File: src/rtl/delay_calc_pkg.sv
// Shared types for the focal-point delay term scheduler.
// State encoding plus default term/index widths.
package delay_calc_pkg;

  localparam int N_ELEMENTS_DEFAULT = 32;
  localparam int TW = 18 + 6 + 1;
  localparam int IW = $clog2(N_ELEMENTS_DEFAULT);

  typedef enum logic [2:0] {
    S_IDLE,
    S_START,
    S_WAIT_TERM,
    S_PRESENT,
    S_ACK,
    S_DONE,
    S_ERROR
  } sched_state_t;

endpackage

File: src/rtl/watchdog_counter.sv
// Saturating cycle counter that flags a stalled calculator.
// Expires once LIMIT cycles have been counted since the last clear.
module watchdog_counter #(
  parameter int LIMIT = 256,
  localparam int CW = $clog2(LIMIT)
) (
  input  logic clk,
  input  logic rst,
  input  logic clear,
  input  logic enable,
  output logic expired
);

  localparam logic [CW-1:0] LAST = CW'(LIMIT - 1);

  logic [CW-1:0] count;

  always_ff @(posedge clk or negedge rst) begin
    if (!rst) begin
      count <= '0;
    end else if (clear) begin
      count <= '0;
    end else if (enable && count != LAST) begin
      count <= count + 1'b1;
    end
  end

  assign expired = (count == LAST);

endmodule

File: src/rtl/delay_term_scheduler.sv
// Sequences one increment-term calculation per focal-point request
// and streams the resulting K_n pairs to the per-element delay units.
module delay_term_scheduler
  import delay_calc_pkg::*;
#(
  parameter int DW_INTEGER     = 18,
  parameter int DW_FRACTION    = 6,
  parameter int DW_INPUT       = 8,
  parameter int ANGLE_DW       = 8,
  parameter int N_ELEMENTS     = N_ELEMENTS_DEFAULT,
  parameter int TIMEOUT_CYCLES = 256
) (
  input  logic                                  clk,
  input  logic                                  rst,
  input  logic                                  req_valid,
  output logic                                  req_ready,
  input  logic [DW_INPUT-1:0]                   req_r_0,
  input  logic [ANGLE_DW-1:0]                   req_angle,
  output logic                                  calc_initiate,
  output logic                                  calc_ack,
  output logic [DW_INPUT-1:0]                   calc_r_0,
  output logic [ANGLE_DW-1:0]                   calc_angle,
  input  logic                                  calc_ready,
  input  logic signed [DW_INTEGER+DW_FRACTION:0] calc_term_pos,
  input  logic signed [DW_INTEGER+DW_FRACTION:0] calc_term_neg,
  output logic                                  term_valid,
  input  logic                                  term_ready,
  output logic [$clog2(N_ELEMENTS)-1:0]         term_index,
  output logic signed [DW_INTEGER+DW_FRACTION:0] term_pos,
  output logic signed [DW_INTEGER+DW_FRACTION:0] term_neg,
  output logic                                  busy,
  output logic                                  done,
  output logic                                  error
);

  localparam int IDX_W = $clog2(N_ELEMENTS);
  localparam logic [IDX_W-1:0] LAST_IDX = IDX_W'(N_ELEMENTS - 1);

  sched_state_t     state;
  logic [IDX_W-1:0] index;
  logic             wd_clear;
  logic             wd_enable;
  logic             wd_expired;

  assign wd_clear   = (state == S_IDLE) ||
                      (state == S_START) ||
                      (state == S_ACK);
  assign wd_enable  = (state == S_WAIT_TERM);
  assign term_index = index;

  watchdog_counter #(
    .LIMIT(TIMEOUT_CYCLES)
  ) u_watchdog (
    .clk    (clk),
    .rst    (rst),
    .clear  (wd_clear),
    .enable (wd_enable),
    .expired(wd_expired)
  );

  // Outputs are registered alongside the state they belong to.
  always_ff @(posedge clk or negedge rst) begin
    if (!rst) begin
      state         <= S_IDLE;
      index         <= '0;
      req_ready     <= 1'b0;
      calc_initiate <= 1'b0;
      calc_ack      <= 1'b0;
      calc_r_0      <= '0;
      calc_angle    <= '0;
      term_valid    <= 1'b0;
      term_pos      <= '0;
      term_neg      <= '0;
      busy          <= 1'b0;
      done          <= 1'b0;
      error         <= 1'b0;
    end else begin
      calc_initiate <= 1'b0;
      calc_ack      <= 1'b0;
      done          <= 1'b0;
      unique case (state)
        S_IDLE: begin
          req_ready <= 1'b1;
          if (req_valid && req_ready) begin
            calc_r_0      <= req_r_0;
            calc_angle    <= req_angle;
            index         <= '0;
            error         <= 1'b0;
            req_ready     <= 1'b0;
            busy          <= 1'b1;
            calc_initiate <= 1'b1;
            state         <= S_START;
          end
        end
        S_START: begin
          state <= S_WAIT_TERM;
        end
        S_WAIT_TERM: begin
          // A term arriving on the expiry cycle still wins.
          if (calc_ready) begin
            term_pos   <= calc_term_pos;
            term_neg   <= calc_term_neg;
            term_valid <= 1'b1;
            state      <= S_PRESENT;
          end else if (wd_expired) begin
            error <= 1'b1;
            state <= S_ERROR;
          end
        end
        S_PRESENT: begin
          if (term_ready) begin
            term_valid <= 1'b0;
            calc_ack   <= 1'b1;
            state      <= S_ACK;
          end
        end
        S_ACK: begin
          if (index == LAST_IDX) begin
            done  <= 1'b1;
            state <= S_DONE;
          end else begin
            index <= index + 1'b1;
            state <= S_WAIT_TERM;
          end
        end
        S_DONE, S_ERROR: begin
          busy      <= 1'b0;
          req_ready <= 1'b1;
          state     <= S_IDLE;
        end
        default: begin
          state <= S_IDLE;
        end
      endcase
    end
  end

endmodule

File: config.mk
export PLATFORM = sky130hd
export DESIGN_NAME = delay_term_scheduler
export DESIGN_NICKNAME = d
export VERILOG_FILES = /design/src/rtl/delay_calc_pkg.sv /design/src/rtl/watchdog_counter.sv /design/src/rtl/delay_term_scheduler.sv
export SDC_FILE = /design/constraint.sdc
export NUM_CORES = 1
export LEC_CHECK = 0
export CAP_MARGIN = 20
export CORE_MARGIN = 4
export CORE_UTILIZATION = 46
export DETAILED_ROUTE_END_ITERATION = 12
export PLACE_DENSITY_LB_ADDON = 0.12
export SLEW_MARGIN = 20
export SYNTH_ARGS = -nofsm -noshare
export SYNTH_HDL_FRONTEND = slang
export SYNTH_SLANG_ARGS = --single-unit
File: constraint.sdc
create_clock -name clk -period 4.8 [get_ports clk]
set_input_delay 0.72 -clock clk [delete_from_list [all_inputs] [get_ports clk]]
set_output_delay 0.72 -clock clk [all_outputs]
set_load 0.05 [all_outputs]
* Yosys cells after proc, flatten, opt, wreduce, memory -nomap -nowiden
Cells that the tools add are included.
** Storage, ports and cells
- Latch bits :: 0
- Output and inout bits :: 78
- Memory bits (read-only) :: 0
- Bits of input ports :: 71
- Bits in writable memories :: 0
- Register bits :: 89
- Memories :: 0
** Operators by class
- $add $sub $neg :: 2
- Reduce and logical (&&, ||, !) cells :: 18
- Order comparisons :: 0
- Shift operators :: 0
- Bitwise logic cells :: 0
- Equality and inequality tests :: 16
- Muxes and demuxes :: 28
- Divide/modulo/power cells :: 0
- Multiply operators :: 0
** Operator list (number)
- 8-bit 2-to-1 mux :: 2
- 3-bit 2-to-1 mux :: 5
- 3-bit one-hot mux with 5 select lines :: 1
- 1-bit 2-to-1 mux :: 13
- 5-bit 2-to-1 mux :: 2
- 2-bit != test (second input constant) :: 5
- 5-bit one-hot mux with 2 select lines :: 1
- 2-bit nonzero test :: 5
- 3-bit equality test (second input constant) :: 3
- 3-bit AND reduction :: 3
- 8-bit by 1-bit adder with 8-bit output (second input constant) :: 1
- 8-bit equality test (second input constant) :: 1
- 8-bit != test (second input constant) :: 1
- 1-bit one-hot mux with 2 select lines :: 4
- 3-bit by 2-bit equality test with 1-bit output (second input constant) :: 2
- 2-bit AND reduction :: 3
- 5-bit by 1-bit adder with 5-bit output (second input constant) :: 1
- 5-bit equality test (second input constant) :: 1
- 4-bit AND reduction :: 1
- 3-bit by 1-bit equality test with 1-bit output (second input constant) :: 1
- 3-bit zero test :: 1
- 3-bit != test (second input constant) :: 1
- 1-bit logical AND :: 2
- 1-bit logical OR :: 2
- other kinds (2) :: 2

* Longest topological paths before layout
- Word-level depth :: 4
- Depth in mapped cells :: 7
- Mapped depth without buffers :: 7

* Cells and area by module
Synthesis repeated with hierarchy kept, for this count alone.
** Second synthesis, totals
- Cells, all modules :: 267
- Area total of the unflattened synthesis :: 3734.8 um^2
** Modules (own cells, without submodules)
- delay_term_scheduler :: cells an instance 220, area an instance 3265.6 um^2, instances 1, seq. area each 2026.9 um^2
- watchdog_counter :: cells an instance 47, area an instance 469.2 um^2, instances 1, seq. area each 200.2 um^2

* Least setup slack after synthesis
Ideal clock, no wire load.
- Path kind :: reg2reg
- From :: reg index[0], in the netlist term_index[0]
- To :: reg index[3], in the netlist term_index[3]
- Arrival :: 2044 ps
- Slack :: 2625 ps
- Buffers on the path :: 0
- Required time :: 4669 ps
- Clock period less this slack :: 2175 ps
- Stages on the path, launching flop included :: 8
- Path through :: dfrtp_1 > ha_1 > and3_1 > ha_1 > nor4b_1 > nand4_1 > xor2_1 > nor2_1
** Between the ends
- Cells in the longest elaborated chain, start to end :: 3
- Elaborated cells between the ends (all ways) :: 6
- Classes of those cells :: add/sub: 1; eq/ne: 2; mux: 2; reduce/logical: 1
** RTL lines
- start: declaration :: line delay_term_scheduler.sv:40 : logic [IDX_W-1:0] index;
- start signal: assignment :: line delay_term_scheduler.sv:122 : index <= index + 1'b1;
- 5-bit by 1-bit adder with 5-bit output / 5-bit equality test (equally long branches) :: line delay_term_scheduler.sv:122, delay_term_scheduler.sv:118
- 5-bit 2-to-1 mux / 2-bit != test (equally long branches)
- 5-bit one-hot mux with 2 select lines / 3-bit AND reduction (equally long branches)
Several ways; a longest one is shown, not always the timed one. The select of a mux whose other input is x is not followed.
A chain may end at the register's enable or synchronous reset.

* Final worst setup path
- From :: reg index[0], in the netlist term_index[0]
- To :: out term_index[0]
** RTL lines
- end: declaration :: line delay_term_scheduler.sv:28 : output logic [$clog2(N_ELEMENTS)-1:0] term_index,
No word-level cell between the ends.

==> results.cfg <==
[critical_path]
required_ns = 4.08
r2r_cells = 3
rr_endpoint = term_neg[20]
path_delay_family = buffers and inverters
start_kind = register
r2r_setup_slack_ns = 2.65
path_cells = clkdlybuf4s50_1
critPathArrivalTime_ns = 1.60
crit_end = term_index[0]
slowest_stage = clkdlybuf4s50_1
crit_fanout = 5
path_depth = 1
crit_path_start = term_index[0]
worstReg2RegStart = state[1]
critPathMaxStageDelay_ns = 0.83
worstSetupEndpointType = output port
crit_type = register to output port
critPathBufInv = 1

[timing]
fmax_mhz = 432
setup_viol = 0
timing_hold_violations_final = 0
worstMarginPinSlew_ns = 0.673
setup-tns-final_ns = 0
finClkSkew_ns = 0.00642
drv_slew = 0
rsz0062_at_grt = false
fin_crit_sh = 0.483
slew_headroom = 0.551
period_minus_slack_ns = 2.32

[logic_synthesis]
synth_top_cell_by_area = dfrtp_1
synth_nets = 363
ys_warn_count = 0
synth_top_family_by_area = multiplexers
ys_seq_area_frac = 0.616
yosys-top-cells-area = dfrtp_1 (62%), mux2_2 (8.7%), mux2_1 (6.9%)
yosys.cell_types.count = 36
synth_area_per_cell_um2 = 12.5
synthAdderAreaFrac = 0.0104
syn_area_um2 = 3620
synthDominantCellAreaShare = 0.616
ys_seq_elements = 89
synth_xor_area_frac = 0.0170
synth-simple-area-share = 0.119
synth_cells = 289
synth_compound_area_frac = 0.0457
muxShareOfSynthArea = 0.158

[clock_network]
holdBufCountCts = 0
clock_latency_ns = 0.34
clkSinkCount = 89
clk_pin_slew_ns = 0.08
cts_root_buffer = clkbuf_8
clk_path_buf_depth = 2
h-tree-depth = 3
post_cts_buffers = 0
ctsResizeCount = 0
cts_buffers = 9
tritoncts = yes

[die]
die_area_um2 = 9340
pin_count = 149
start_util = 0.470
core-area_um2 = 7690
die_height_um = 96.7
rows = 32
dieWidth_um = 96.7

[run_status]
status = completed

[final_layout]
post_route_cells_drive_above_1_share = 0.109
fin_area_um2 = 5300
antenna_cells = 0
area_growth_pct = 46.5
fin_nets = 511

[routing]
wl_per_cell_um = 14.8
routed_wl_um = 8060
drc = 0
num_vias = 2662
ant_nets = 0
first_pass_iters = 4
via_per_inst = 4.90
drtIter0Drc = 116

[global_routing]
grt_pass1_vias = 2726
grt_max_degree = 54
grt_pass1_wl_um = 13400
gr-total-overflow = 0
antenna_found_initial = 0
grt_usage = 0.177

[pwr]
power.leakage_nw = 2.32
p_per_area_nw_per_um2 = 770
ir_drop_mv = 0.348
total_power_w = 0.00408

[min_path]
hold_path_class = input port to asynchronous set/reset pin

[place]
place_area_um2 = 5130
hpwl_um = 5820
place_congestion = 0.835
io_buffer_count = 148

[flow_run]
max_cap_violations = 0
==> cells in the final DEF, fill, tap and decap left out, types with 2 or more instances in the layout <==
| master | count |
|---|---|
| o211ai_1 | 2 |
| xor2_1 | 6 |
| ha_1 | 3 |
| nand3_1 | 4 |
| nor2b_1 | 2 |
| o21ai_0 | 7 |
| clkdlybuf4s50_1 | 147 |
| buf_4 | 3 |
| nand4_1 | 4 |
| clkbuf_1 | 2 |
| and3_1 | 5 |
| a21oi_1 | 7 |
| nand2_1 | 61 |
| mux2_1 | 22 |
| clkbuf_8 | 10 |
| clkinv_2 | 2 |
| nor2_1 | 14 |
| inv_1 | 4 |
| dfrtp_1 | 89 |
| mux2_2 | 28 |
==> cells in the mapped netlist, drive strengths merged <==
cell type,n
nand4,4
nor3b,1
nand2,61
o21ai,8
dfrtp,89
nor2b,2
clkbuf,4
nor2,14
xor2,6
inv,4
xnor2,1
a221o,1
o21bai,1
or3,1
a2bb2oi,1
and2b,1
nand3,4
mux2,50
a21oi,7
ha,3
and3,5
o31ai,1
mux2i,1
o32ai,1
o22ai,1
o2111ai,1
nor4b,1
a211oi,1
nand2b,1
buf,9
and2,2
o211ai,2
==> stage by stage <==
step,hold slack [ns],util,std cells,setup WS (ns)
2_1_floorplan,0.424,-,289,2.62
3_3_place_gp,0.456,0.668,528,1.97
3_5_place_dp,0.462,0.668,528,2.30
4_1_cts,0.323,0.689,543,2.46
5_1_grt,0.342,0.689,543,2.43
6_report,0.319,0.689,543,2.48
==> cell type report <==
cell class,count,area (um2)
clock inverters,3,17.5
repair buffers,150,1490
clock buffers,12,145
multi-input cells,183,1270
fillers,595,2390
well taps,102,128
inverters,4,15.0
flip-flops and latches,89,2230
==> metal layers <==
layer,vias up,part of all wire,global-route usage
met2,102,0.48,0.280
li1,1274,-,-
met5,-,0,0
met3,10,0.089,0.0699
met4,0,0.015,0.0616
met1,1276,0.42,0.221
==> kinds of logic after synthesis <==
family	Yosys count
xor gates and xnor gates	7
buffers and inverters	17
DFF	89
adders and majority gates	3
and+or+nand+nor	97
AOI/OAI and AO/OA	25
muxes	51
==> how the worst min path moves through the flow <==
stage | start | end | slack [ns] | depth (start not counted)
floorplan | rst | busy | 0.42 | 0
global placement | calc_angle[0] | calc_angle[0] | 0.46 | 2
detailed placement | calc_r_0[3] | calc_r_0[3] | 0.46 | 2
CTS | rst | term_pos[17] | 0.32 | 1
global route | rst | term_pos[23] | 0.34 | 1
finish | rst | term_pos[17] | 0.32 | 1
==> registers in the layout, summed over array words and instances (netlist names) <==
name and flops:
calc_angle 8, done 1, term_neg 25, req_ready 1, term_pos 25, error 1
term_valid 1, term_index 5, busy 1, calc_ack 1, state 3, calc_initiate 1
calc_r_0 8, u_watchdog.count 8
==> where the power goes <==
part	total [W]	switching, W	internal (W)
combinational	0.00237	0.00152	0.000847
sequential	0.00128	0.000200	0.00108
clock	0.000435	0.000237	0.000198
Power figures use the tool's default switching activity.
